## src/rtl/multicycle_control_unit_pkg.sv

```systemverilog
// Shared types and constants for the multicycle control unit: FSM states, opcodes, PC operations.
package control_pkg;

    typedef enum logic [2:0] {
        ST_FETCH     = 3'd0,
        ST_DECODE    = 3'd1,
        ST_EXECUTE   = 3'd2,
        ST_MEMORY    = 3'd3,
        ST_WRITEBACK = 3'd4,
        ST_HALT      = 3'd5,
        ST_ERROR     = 3'd6
    } state_t;

    localparam logic [3:0] OP_NOP   = 4'h0;
    localparam logic [3:0] OP_ADD   = 4'h1;
    localparam logic [3:0] OP_SUB   = 4'h2;
    localparam logic [3:0] OP_AND   = 4'h3;
    localparam logic [3:0] OP_OR    = 4'h4;
    localparam logic [3:0] OP_ADDI  = 4'h5;
    localparam logic [3:0] OP_LOAD  = 4'h6;
    localparam logic [3:0] OP_STORE = 4'h7;
    localparam logic [3:0] OP_JMP   = 4'h8;
    localparam logic [3:0] OP_BZ    = 4'h9;
    localparam logic [3:0] OP_BNZ   = 4'hA;
    localparam logic [3:0] OP_HALT  = 4'hF;

    localparam logic [1:0] PC_HOLD = 2'b00;
    localparam logic [1:0] PC_INC  = 2'b01;
    localparam logic [1:0] PC_JUMP = 2'b10;

    // Codes B..E are reserved and decode as illegal.
    function automatic logic op_is_defined(input logic [3:0] op);
        return (op <= OP_BNZ) || (op == OP_HALT);
    endfunction

endpackage

```

## src/rtl/multicycle_control_unit_if.sv

```systemverilog
// Control bundle between the sequencer (master) and the datapath/memory side (slave).
interface multicycle_control_unit_if #(
    parameter int OPCODE_W = 4
);
    logic [OPCODE_W-1:0] opcode;
    logic                flag;
    logic                mem_ready;

    logic                inst_wr;
    logic                decoder_en;
    logic                mem_rd;
    logic                mem_wr;
    logic                adrs_ctrl;
    logic                imm_en;
    logic                reg_en;
    logic                rD_wr;
    logic [1:0]          pc_op;
    logic                halted;
    logic                illegal;
    logic                bus_err;

    modport master (
        input  opcode, flag, mem_ready,
        output inst_wr, decoder_en, mem_rd, mem_wr, adrs_ctrl, imm_en,
               reg_en, rD_wr, pc_op, halted, illegal, bus_err
    );

    modport slave (
        output opcode, flag, mem_ready,
        input  inst_wr, decoder_en, mem_rd, mem_wr, adrs_ctrl, imm_en,
               reg_en, rD_wr, pc_op, halted, illegal, bus_err
    );
endinterface

```

## src/rtl/multicycle_control_unit_timer.sv

```systemverilog
// Memory wait timer: counts stalled cycles, flags when the limit is reached.
// Latency: expired is a combinational compare of the registered count.
// Backpressure: none; clear has priority over count_en, count saturates at the limit.
module mem_wait_timer #(
    parameter int MEM_TIMEOUT = 15
) (
    input  logic clock,
    input  logic reset,
    input  logic clear,
    input  logic count_en,
    output logic expired
);
    localparam int CNT_W = $clog2(MEM_TIMEOUT + 1);
    localparam logic [CNT_W-1:0] LIMIT = CNT_W'(MEM_TIMEOUT);

    logic [CNT_W-1:0] count_q;

    assign expired = (count_q == LIMIT);

    always_ff @(posedge clock or negedge reset) begin
        if (!reset) begin
            count_q <= '0;
        end else if (clear) begin
            count_q <= '0;
        end else if (count_en && !expired) begin
            count_q <= count_q + 1'b1;
        end
    end
endmodule

```

## src/rtl/multicycle_control_unit.sv

```systemverilog
// Multicycle control FSM driving fetch/decode/execute/memory/writeback enables.
// Latency: ALU/LOAD 4, STORE 3, branch/NOP 2 cycles plus one per memory wait cycle.
// Backpressure: FETCH/MEMORY hold until mem_ready; a stall reaching MEM_TIMEOUT goes to ERROR.
module multicycle_control_unit
    import control_pkg::*;
#(
    parameter int OPCODE_W    = 4,
    parameter int MEM_TIMEOUT = 15
) (
    input  logic                       clock,
    input  logic                       reset,
    multicycle_control_unit_if.master  bus
);
    state_t              state_q, state_d;
    logic [3:0]          op_q;
    logic                bus_err_q;
    logic                expired;
    logic                in_wait;
    logic [OPCODE_W-1:0] opcode_in;
    logic [3:0]          op_lo;
    logic                op_legal;

    logic       inst_wr_c, decoder_en_c, mem_rd_c, mem_wr_c, adrs_ctrl_c;
    logic       imm_en_c, reg_en_c, rD_wr_c, halted_c, illegal_c;
    logic [1:0] pc_op_c;

    assign opcode_in = bus.opcode;
    assign op_lo     = opcode_in[3:0];
    assign op_legal  = ((opcode_in >> 4) == '0) && op_is_defined(op_lo);
    assign in_wait   = (state_q == ST_FETCH) || (state_q == ST_MEMORY);

    // Leaving a wait state or completing a request restarts the count.
    mem_wait_timer #(
        .MEM_TIMEOUT (MEM_TIMEOUT)
    ) u_timer (
        .clock    (clock),
        .reset    (reset),
        .clear    (!in_wait || bus.mem_ready),
        .count_en (in_wait && !bus.mem_ready),
        .expired  (expired)
    );

    always_ff @(posedge clock or negedge reset) begin
        if (!reset) begin
            state_q   <= ST_FETCH;
            op_q      <= OP_NOP;
            bus_err_q <= 1'b0;
        end else begin
            state_q <= state_d;
            if (state_q == ST_DECODE) begin
                op_q <= op_lo;
            end
            if (state_d == ST_ERROR) begin
                bus_err_q <= 1'b1;
            end
        end
    end

    always_comb begin
        state_d      = state_q;
        inst_wr_c    = 1'b0;
        decoder_en_c = 1'b0;
        mem_rd_c     = 1'b0;
        mem_wr_c     = 1'b0;
        adrs_ctrl_c  = 1'b0;
        imm_en_c     = 1'b0;
        reg_en_c     = 1'b0;
        rD_wr_c      = 1'b0;
        halted_c     = 1'b0;
        illegal_c    = 1'b0;
        pc_op_c      = PC_HOLD;

        case (state_q)
            ST_FETCH: begin
                mem_rd_c = 1'b1;
                if (bus.mem_ready) begin
                    inst_wr_c = 1'b1;
                    pc_op_c   = PC_INC;
                    state_d   = ST_DECODE;
                end else if (expired) begin
                    state_d = ST_ERROR;
                end
            end
            ST_DECODE: begin
                decoder_en_c = 1'b1;
                state_d      = ST_FETCH;
                if (!op_legal) begin
                    illegal_c = 1'b1;
                end else begin
                    case (op_lo)
                        OP_ADD, OP_SUB, OP_AND, OP_OR, OP_ADDI: state_d = ST_EXECUTE;
                        OP_LOAD, OP_STORE:                      state_d = ST_MEMORY;
                        OP_JMP:                                 pc_op_c = PC_JUMP;
                        OP_BZ:   if (bus.flag)                  pc_op_c = PC_JUMP;
                        OP_BNZ:  if (!bus.flag)                 pc_op_c = PC_JUMP;
                        OP_HALT:                                state_d = ST_HALT;
                        OP_NOP:                                 state_d = ST_FETCH;
                        default:                                state_d = ST_FETCH;
                    endcase
                end
            end
            ST_EXECUTE: begin
                reg_en_c = 1'b1;
                imm_en_c = (op_q == OP_ADDI);
                state_d  = ST_WRITEBACK;
            end
            ST_MEMORY: begin
                adrs_ctrl_c = 1'b1;
                mem_rd_c    = (op_q == OP_LOAD);
                mem_wr_c    = (op_q == OP_STORE);
                if (bus.mem_ready) begin
                    state_d = (op_q == OP_LOAD) ? ST_WRITEBACK : ST_FETCH;
                end else if (expired) begin
                    state_d = ST_ERROR;
                end
            end
            ST_WRITEBACK: begin
                rD_wr_c = 1'b1;
                state_d = ST_FETCH;
            end
            ST_HALT: begin
                halted_c = 1'b1;
            end
            ST_ERROR: begin
                state_d = ST_ERROR;
            end
            default: begin
                state_d = ST_FETCH;
            end
        endcase
    end

    // Outputs are forced low for as long as reset is held, not just after the next edge.
    assign bus.inst_wr    = reset & inst_wr_c;
    assign bus.decoder_en = reset & decoder_en_c;
    assign bus.mem_rd     = reset & mem_rd_c;
    assign bus.mem_wr     = reset & mem_wr_c;
    assign bus.adrs_ctrl  = reset & adrs_ctrl_c;
    assign bus.imm_en     = reset & imm_en_c;
    assign bus.reg_en     = reset & reg_en_c;
    assign bus.rD_wr      = reset & rD_wr_c;
    assign bus.halted     = reset & halted_c;
    assign bus.illegal    = reset & illegal_c;
    assign bus.pc_op      = reset ? pc_op_c : PC_HOLD;
    assign bus.bus_err    = bus_err_q;

endmodule

```

## src/flat_wrapper.sv

```systemverilog
// flat-port wrapper written by rule: the top's interface ports become plain ports
module multicycle_control_unit_flat import control_pkg::*;
#(
    parameter int OPCODE_W    = 4,
    parameter int MEM_TIMEOUT = 15
)
  (clock, reset, bus_opcode, bus_flag, bus_mem_ready, bus_inst_wr, bus_decoder_en, bus_mem_rd, bus_mem_wr, bus_adrs_ctrl, bus_imm_en, bus_reg_en, bus_rD_wr, bus_pc_op, bus_halted, bus_illegal, bus_bus_err);
  multicycle_control_unit_if #(.OPCODE_W(OPCODE_W)) bus_i ();
  input  logic clock;
  input  logic reset;
  input wire logic [$bits(bus_i.opcode)-1:0] bus_opcode;
  input wire logic [$bits(bus_i.flag)-1:0] bus_flag;
  input wire logic [$bits(bus_i.mem_ready)-1:0] bus_mem_ready;
  output wire logic [$bits(bus_i.inst_wr)-1:0] bus_inst_wr;
  output wire logic [$bits(bus_i.decoder_en)-1:0] bus_decoder_en;
  output wire logic [$bits(bus_i.mem_rd)-1:0] bus_mem_rd;
  output wire logic [$bits(bus_i.mem_wr)-1:0] bus_mem_wr;
  output wire logic [$bits(bus_i.adrs_ctrl)-1:0] bus_adrs_ctrl;
  output wire logic [$bits(bus_i.imm_en)-1:0] bus_imm_en;
  output wire logic [$bits(bus_i.reg_en)-1:0] bus_reg_en;
  output wire logic [$bits(bus_i.rD_wr)-1:0] bus_rD_wr;
  output wire logic [$bits(bus_i.pc_op)-1:0] bus_pc_op;
  output wire logic [$bits(bus_i.halted)-1:0] bus_halted;
  output wire logic [$bits(bus_i.illegal)-1:0] bus_illegal;
  output wire logic [$bits(bus_i.bus_err)-1:0] bus_bus_err;
  assign bus_i.opcode = bus_opcode;
  assign bus_i.flag = bus_flag;
  assign bus_i.mem_ready = bus_mem_ready;
  assign bus_inst_wr = bus_i.inst_wr;
  assign bus_decoder_en = bus_i.decoder_en;
  assign bus_mem_rd = bus_i.mem_rd;
  assign bus_mem_wr = bus_i.mem_wr;
  assign bus_adrs_ctrl = bus_i.adrs_ctrl;
  assign bus_imm_en = bus_i.imm_en;
  assign bus_reg_en = bus_i.reg_en;
  assign bus_rD_wr = bus_i.rD_wr;
  assign bus_pc_op = bus_i.pc_op;
  assign bus_halted = bus_i.halted;
  assign bus_illegal = bus_i.illegal;
  assign bus_bus_err = bus_i.bus_err;
  multicycle_control_unit #(.OPCODE_W(OPCODE_W), .MEM_TIMEOUT(MEM_TIMEOUT)) u_core (.clock(clock), .reset(reset), .bus(bus_i));
endmodule
```

## config.mk

```make
export PLATFORM = sky130hd
export DESIGN_NAME = multicycle_control_unit_flat
export DESIGN_NICKNAME = d
export VERILOG_FILES = /design/src/rtl/multicycle_control_unit_pkg.sv /design/src/rtl/multicycle_control_unit_if.sv /design/src/rtl/multicycle_control_unit_timer.sv /design/src/rtl/multicycle_control_unit.sv /design/src/flat_wrapper.sv
export SDC_FILE = /design/constraint.sdc
export NUM_CORES = 1
export LEC_CHECK = 0
export ABC_CLOCK_PERIOD_IN_PS = 3500
export BUFFER_PORTS_ARGS = -buffer_cell sky130_fd_sc_hd__buf_2
export CORE_MARGIN = 4
export CORE_UTILIZATION = 53
export DETAILED_ROUTE_END_ITERATION = 6
export PLACE_DENSITY = 0.81
export SETUP_SLACK_MARGIN = 0.02
export SLEW_MARGIN = 10
export SYNTH_ARGS = -nofsm -noshare
export SYNTH_HDL_FRONTEND = slang
export SYNTH_SLANG_ARGS = --single-unit
```

## constraint.sdc

```tcl
create_clock -name clock -period 3.5 [get_ports clock]
set_clock_uncertainty 0.2 [all_clocks]
set_input_delay 0.175 -clock clock [delete_from_list [all_inputs] [get_ports clock]]
set_output_delay 0.175 -clock clock [all_outputs]
set_load 0.02 [all_outputs]
```

==> results of run 1 <==
==> layer usage <==
metal	routed length, um	share of wire
met2	835	0.48
met3	133	0.076
met1	711	0.41
met5	0	0
met4	65	0.037
==> worst max-delay path, stage by stage <==
cell	delay (ns)
dlygate4sd3_1	0.52
buf_2	0.31
nand2b_1	0.19
or4b_1	0.56
nor3_1	0.14
buf_2	0.19
==> timing repair <==
| item | in CTS | in global routing |
|---|---|---|
| hold buffers | 4 | 0 |
| hold endpoints to repair | 15 | 0 |
| resized for setup | 0 | 0 |
| buffers inserted | 0 | 0 |
==> where the power goes <==
part	leakage [nW]	total, W	internal [W]	switching [W]
clock	0.0210	0.000112	0.0000634	0.0000487
combinational	0.258	0.000270	0.000117	0.000153
sequential	0.153	0.000255	0.000190	0.0000648
==> worst max path at each step <==
stage | cells past startpoint | slack [ns] | to | startpoint
final | 6 | 1.04 | bus_imm_en | reset
after floorplan | 5 | 1.37 | bus_pc_op[1] | u_core.state_q[1]
after detailed placement | 4 | 1.47 | bus_imm_en | u_core.state_q[2]
after global routing | 6 | 0.91 | bus_imm_en | reset
after global placement | 4 | 1.51 | bus_imm_en | u_core.state_q[2]
after CTS | 6 | 0.99 | bus_imm_en | reset
==> flip-flops by register name (all words and copies together), names as in the netlist <==
name	count
u_core.op_q	4
u_core.state_q	3
u_core.bus.bus_err	1
u_core.u_timer.count_q	4
==> cell usage in the layout (no fill, tap or decap), types with 2 or more instances in the layout <==
cell            n
clkbuf_4        3
nand2b_1        4
nor3_1          5
inv_1           4
and3_1          2
o21ai_1         2
xnor2_1         2
dlygate4sd3_1   4
or4b_1          2
nand3_1         4
mux2_2          2
dfrtp_1        12
nor4_1          2
mux2_1          2
a31oi_1         2
buf_2          20
nor2_1         12
nand2_1         6
==> cells by family after synthesis <==
logic type / after synthesis
DFF: 12
AOI/OAI and AO/OA: 11
buffers and inverters: 8
adders and majority gates: 1
xor gates and xnor gates: 2
muxes: 5
and+or+nand+nor: 43
==> final cells by class <==
cell class	count	area [um2]
inverter	4	15.01
multi-input combinational	62	401.6
tap	15	18.77
clock buffer	4	36.28
sequential	12	300.3
timing repair buffer	24	140.1
fill	108	389.1
==> metrics by stage <==
stage / power, W / utilization / cells / instance area (um2)
after detailed placement: 0.0005202 / 0.6423 / 113 / 835.8
after global placement: 0.0005111 / 0.6423 / 113 / 835.8
after global routing: 0.0006874 / 0.7010 / 121 / 912.1
final: 0.0006373 / 0.7010 / 121 / 912.1
after floorplan: 0.0004530 / - / 82 / 738.2
after CTS: 0.0006392 / 0.7010 / 121 / 912.1
==> results by group, run 1 <==
Synthesis
  – Post-synthesis xor/xnor area fraction: 0.02373
  – Synth area leader: dfrtp_1
  – Cells after Synth: 82
  – Synth top cells by count: dfrtp_1 (12), nor2_1 (12), nand2_1 (6)
  – Ys Warns: 0
  – Largest family of logic cells by synthesized area: simple AND/OR/NAND/NOR gates
  – Avg Cell Area, Syn: 9.003 um2
  – Synth Flop Type: dfrtp_1
  – Register area share after synthesis: 0.4068
  – Top cells by area, synth: dfrtp_1 (41%), nor2_1 (6.1%), nand2b_1 (3.4%)
  – Syn nets: 91
  – Post-Synth Simple-Gate Area: 0.3034
  – Compound-gate portion of the synthesized area: 0.1254
  – Adder-Cell Fraction of Synth Area: 0.01695
  – Synth Cell Area: 738.2 um2
  – Multiplexer share of the synthesized area: 0.07458
  – #FFs+latches synth: 12
  – Fraction of registers with async set/reset: 1.000
  – Post-synth top area share: 0.4068
  – Post-synth EDFFs: 0
  – Yosys cell types: 33

Floorplanning
  – I/O pin count: 21
  – Initial Util: 0.5673
  – Die height: 45.32 um
  – Die X: 45.32 um
  – Cell Rows: 13
  – Core area: 1301 um2
  – Die area: 2054 um2

Hold path
  – Worst Hold End: u_core.op_q[2]
  – Worst hold-check path type: in -> reg
  – Cells on Worst Hold Path: 2
  – Hold Crit Start: bus_opcode[2]

Setup path
  – Max Fanout on Critical Path: 16
  – R2R Path Start: u_core.state_q[2]
  – RR Endpoint: u_core.bus.bus_err
  – Worst r2r path cells: 4
  – Crit path DAT: 2.09 ns
  – Setup crit end kind: output port
  – Reg-to-reg slack, setup: 1.57 ns
  – WS Path Type: in -> out
  – CP startpoint kind: input port
  – Worst EP required: 3.12 ns

GRT
  – Vias in the first global route: 695
  – Antenna violations before repair: 0
  – M2 GR Usage: 0.3023
  – GRT Residual Overflow: 0
  – Global-route wire length before repair: 2815 um
  – Met3 Use GR: 0.04781
  – M1 GR Usage: 0.2233
  – Total global-route track usage: 0.1969
  – GRT Max-Usage Layer: met2
  – Pin count of the biggest net entering global routing: 17

Routing
  – Routed len/inst: 14.43 um
  – Number of routed nets with antenna violations: 0
  – Initial DRC Count: 24
  – Detailed-route via count: 722
  – # DRC: 0
  – DR pass1 iterations: 4
  – Final wirelength: 1746 um
  – Vias per cell: 5.967

CTS
  – Clock Latency Late Sink: 0.28 ns
  – TritonCTS Buffers: 3
  – CTS tree: built
  – Clock Root Buffer: clkbuf_4
  – Htree depth: 1
  – Longest Clk Path Bufs: 2
  – Clock sink total: 12
  – Clock Pin Slew Worst Setup and Hold Paths: 0.07 ns

Placement
  – # port buffers: 20
  – Final GP Congestion: 0.8732
  – DPL Wire Length: 1197 um
  – Place WS: 1.465 ns

Power
  – Peak VDD IR: 0.0003213 V
  – Pwr/cell area: 698.7 nW/um2
  – Pleak: 0.4323 nW

Timing
  – Worst hold slack: 0.01002 ns
  – Worst Max-Slew Pin Slew: 0.3837 ns
  – Fin. Hold Viols: 0
  – Max-slew violation count: 0
  – RSZ-0062 raised after global routing: false
  – Post-layout min period: 2.463 ns
  – Slew headroom: 0.7442
  – Final setup TNS: 0 ns
  – Post-route clock period utilization: 0.7036
  – Fmax: 0.4061 GHz
  – Setup ws final: 1.037 ns
  – Final setup fails: 0

Run status
  – Status: finished, final reports clean

Final layout
  – Area growth from synthesis to layout: 23.56%
  – Share of cells above drive strength 1: 0.2642
  – Antenna Cells: 0
  – Final nets: 116

Job
  – Number of max-cap violations: 0
Note: power is estimated with default switching activity, not from simulation.
==> run 2: changes to the inputs <==
Settings changed: ABC_CLOCK_PERIOD_IN_PS 3500 to 2520, CORE_UTILIZATION 53 to 49, PLACE_DENSITY 0.81 to 0.76.
Clock period 3.5 ns to 2.52 ns, I/O delays scaled along.
==> run 2 against run 1 <==
Net effect: register-to-register slack worse by 0.99 ns; non-clock buffer count up 2; global-route usage down 2.3 points; sequential share of layout area down 0.13 points; die area up 6.7%; total power up 32%; utilization down 3.1 points; largest power group unchanged.
==> results by group, run 2 (synthesis results as in run 1) <==
Placement
  – Final GP Congestion: 0.8460
  – Inst Count DP: 114
  – DPL Wire Length: 1298 um
  – # port buffers: 20

Timing
  – Final setup TNS: 0 ns
  – Post-route clock period utilization: 0.9042
  – Worst Max-Slew Pin Slew: 0.3987 ns
  – Final setup fails: 0
  – Slew headroom: 0.7342
  – RSZ-0062 raised after global routing: false
  – Max-slew violation count: 0
  – Fin. Hold Viols: 0
  – Fmax: 0.4389 GHz
  – Post-layout min period: 2.279 ns

CTS
  – Post-CTS Hold Fix Bufs: 5
  – CTS tree: built
  – Clock sink total: 12
  – Setup bufs post-CTS: 0
  – Clock Pin Slew Worst Setup and Hold Paths: 0.07 ns
  – Resize count post-CTS: 0
  – Htree depth: 1
  – Longest Clk Path Bufs: 2
  – Clock Latency Late Sink: 0.27 ns
  – Clock Root Buffer: clkbuf_4
  – TritonCTS Buffers: 3

Setup path
  – Crit path max-delay cell type: or4b_1
  – Setup crit end kind: output port
  – CP Launch Point: u_core.state_q[2]
  – Worst EP required: 2.19 ns
  – Crit path DAT: 1.95 ns
  – Crit-path cells: nand2b_1 > or4b_1 > nor3_1 > buf_2
  – Reg-to-reg slack, setup: 0.58 ns
  – Max Fanout on Critical Path: 13
  – Max incr delay on CP: 0.56 ns
  – CP startpoint kind: flip-flop
  – WS Path Type: reg -> out
  – Worst r2r path cells: 4
  – Buf+Inv Stages, Crit Path: 1
  – CP delay by family, top: simple AND/OR/NAND/NOR gates
  – R2R Path Start: u_core.state_q[2]
  – RR Endpoint: u_core.bus.bus_err

GRT
  – Met3 Use GR: 0.04598
  – Total global-route track usage: 0.1737
  – Vias in the first global route: 624
  – Antenna violations before repair: 0
  – GRT Max-Usage Layer: met1
  – Pin count of the biggest net entering global routing: 16
  – M2 GR Usage: 0.2493
  – M1 GR Usage: 0.2494
  – Global-route wire length before repair: 2732 um
  – GRT Residual Overflow: 0

Power
  – Total net switching power: 0.0003600 W
  – P_int: 0.0004837 W
  – Clock network power share: 0.134
  – Sw Ratio: 0.4267
  – Pleak: 0.4341 nW
  – Peak VDD IR: 0.0005027 V
  – Comb pwr share: 0.445
  – Pwr/cell area: 921.3 nW/um2
  – Reg power frac: 0.421

Hold path
  – Worst Hold End: u_core.u_timer.count_q[2]
  – Hold Crit Start: bus_mem_ready
  – Cells on Worst Hold Path: 4
  – Worst hold-check path type: in -> reg

Routing
  – DR pass1 iterations: 4
  – # DRC: 0
  – Initial DRC Count: 37
  – Number of routed nets with antenna violations: 0
  – Detailed-route via count: 708
  – Vias per cell: 5.803
  – Routed len/inst: 14.30 um
  – Final wirelength: 1745 um

Job
  – Number of max-cap violations: 0

Final layout
  – Antenna Cells: 0
  – Fill cell count: 109
  – Most frequent cells in the layout: buf_2 (20), nor2_1 (12), dfrtp_1 (12)
  – Final nets: 118
  – Share of cells above drive strength 1: 0.2617
  – Final Util: 0.6703
  – Post-Layout Cell Count: 122
  – Top Registers: u_core.op_q x4, u_core.u_timer.count_q x4, u_core.state_q x3
  – Area growth from synthesis to layout: 24.07%
  – Most common cell after layout, fill and taps aside: buf_2

Floorplanning
  – I/O pin count: 21
  – Core area: 1366 um2
  – Die area: 2192 um2
  – Cell Rows: 13
  – Die height: 46.82 um
  – Die X: 46.82 um
  – Initial Util: 0.5403

Run status
  – Status: finished, final reports clean
[run 2: cell count changes in the layout (fill, tap and decap cells not counted), sizes merged]
cell         delta
dlygate4sd3     +1
buf             +1
clkbuf          -1
[run 2: how the worst max path moves through the flow]
| stage | to | slack, ns | cells after the start |
|---|---|---|---|
| 2_1_floorplan | bus_pc_op[1] | 0.43 | 5 |
| 3_3_place_gp | bus_imm_en | 0.59 | 4 |
| 3_5_place_dp | bus_imm_en | 0.56 | 4 |
| 4_1_cts | bus_imm_en | 0.26 | 4 |
| 5_1_grt | bus_pc_op[1] | 0.14 | 5 |
| 6_report | bus_imm_en | 0.24 | 4 |
[run 2: layout make-up]
| cell class | count | area (um2) | area share |
|---|---|---|---|
| clock buffers | 3 | 22.52 | 0.02459 |
| inverters | 4 | 15.01 | 0.01639 |
| multi-input cells | 62 | 401.6 | 0.4385 |
| flip-flops and latches | 12 | 300.3 | 0.3279 |
| well taps | 15 | 18.77 | 0.02049 |
| repair buffers | 26 | 157.7 | 0.1721 |
[run 2: per-stage QoR]
step                total power [W]  worst slack, ns  hold WS (ns)  cell area (um2)
floorplan                 0.0006292           0.4343       -0.3696            738.2
detailed placement        0.0007284           0.5619      -0.09104            843.3
CTS                       0.0008497           0.2580        0.1280            915.9
global placement          0.0007181           0.5939      -0.09394            843.3
global route              0.0009153           0.1359        0.1559            915.9
finish                    0.0008438           0.2414        0.1312            915.9
[run 2: power groups by stage]
stage / registers, W / clock network, W / logic (W)
2_1_floorplan: 0.000312 / 0 / 0.000317
3_3_place_gp: 0.000357 / 0 / 0.000361
3_5_place_dp: 0.000358 / 0 / 0.000371
4_1_cts: 0.000354 / 0.000117 / 0.000379
5_1_grt: 0.000371 / 0.000129 / 0.000416
6_report: 0.000355 / 0.000113 / 0.000376
[run 2: metal layers]
| layer | share of wire | vias up |
|---|---|---|
| met5 | 0 | - |
| met4 | 0 | 0 |
| met3 | 0.088 | 0 |
| met2 | 0.46 | 37 |
| met1 | 0.45 | 321 |
| li1 | - | 350 |
[run 2: worst reg2reg max path: cells and delay by family (launching register included)]
| kind | cells | cell delay [ns] |
|---|---|---|
| simple gates | 1 | 0.60 |
| compound gates | 3 | 0.57 |
| flops | 1 | 0.52 |
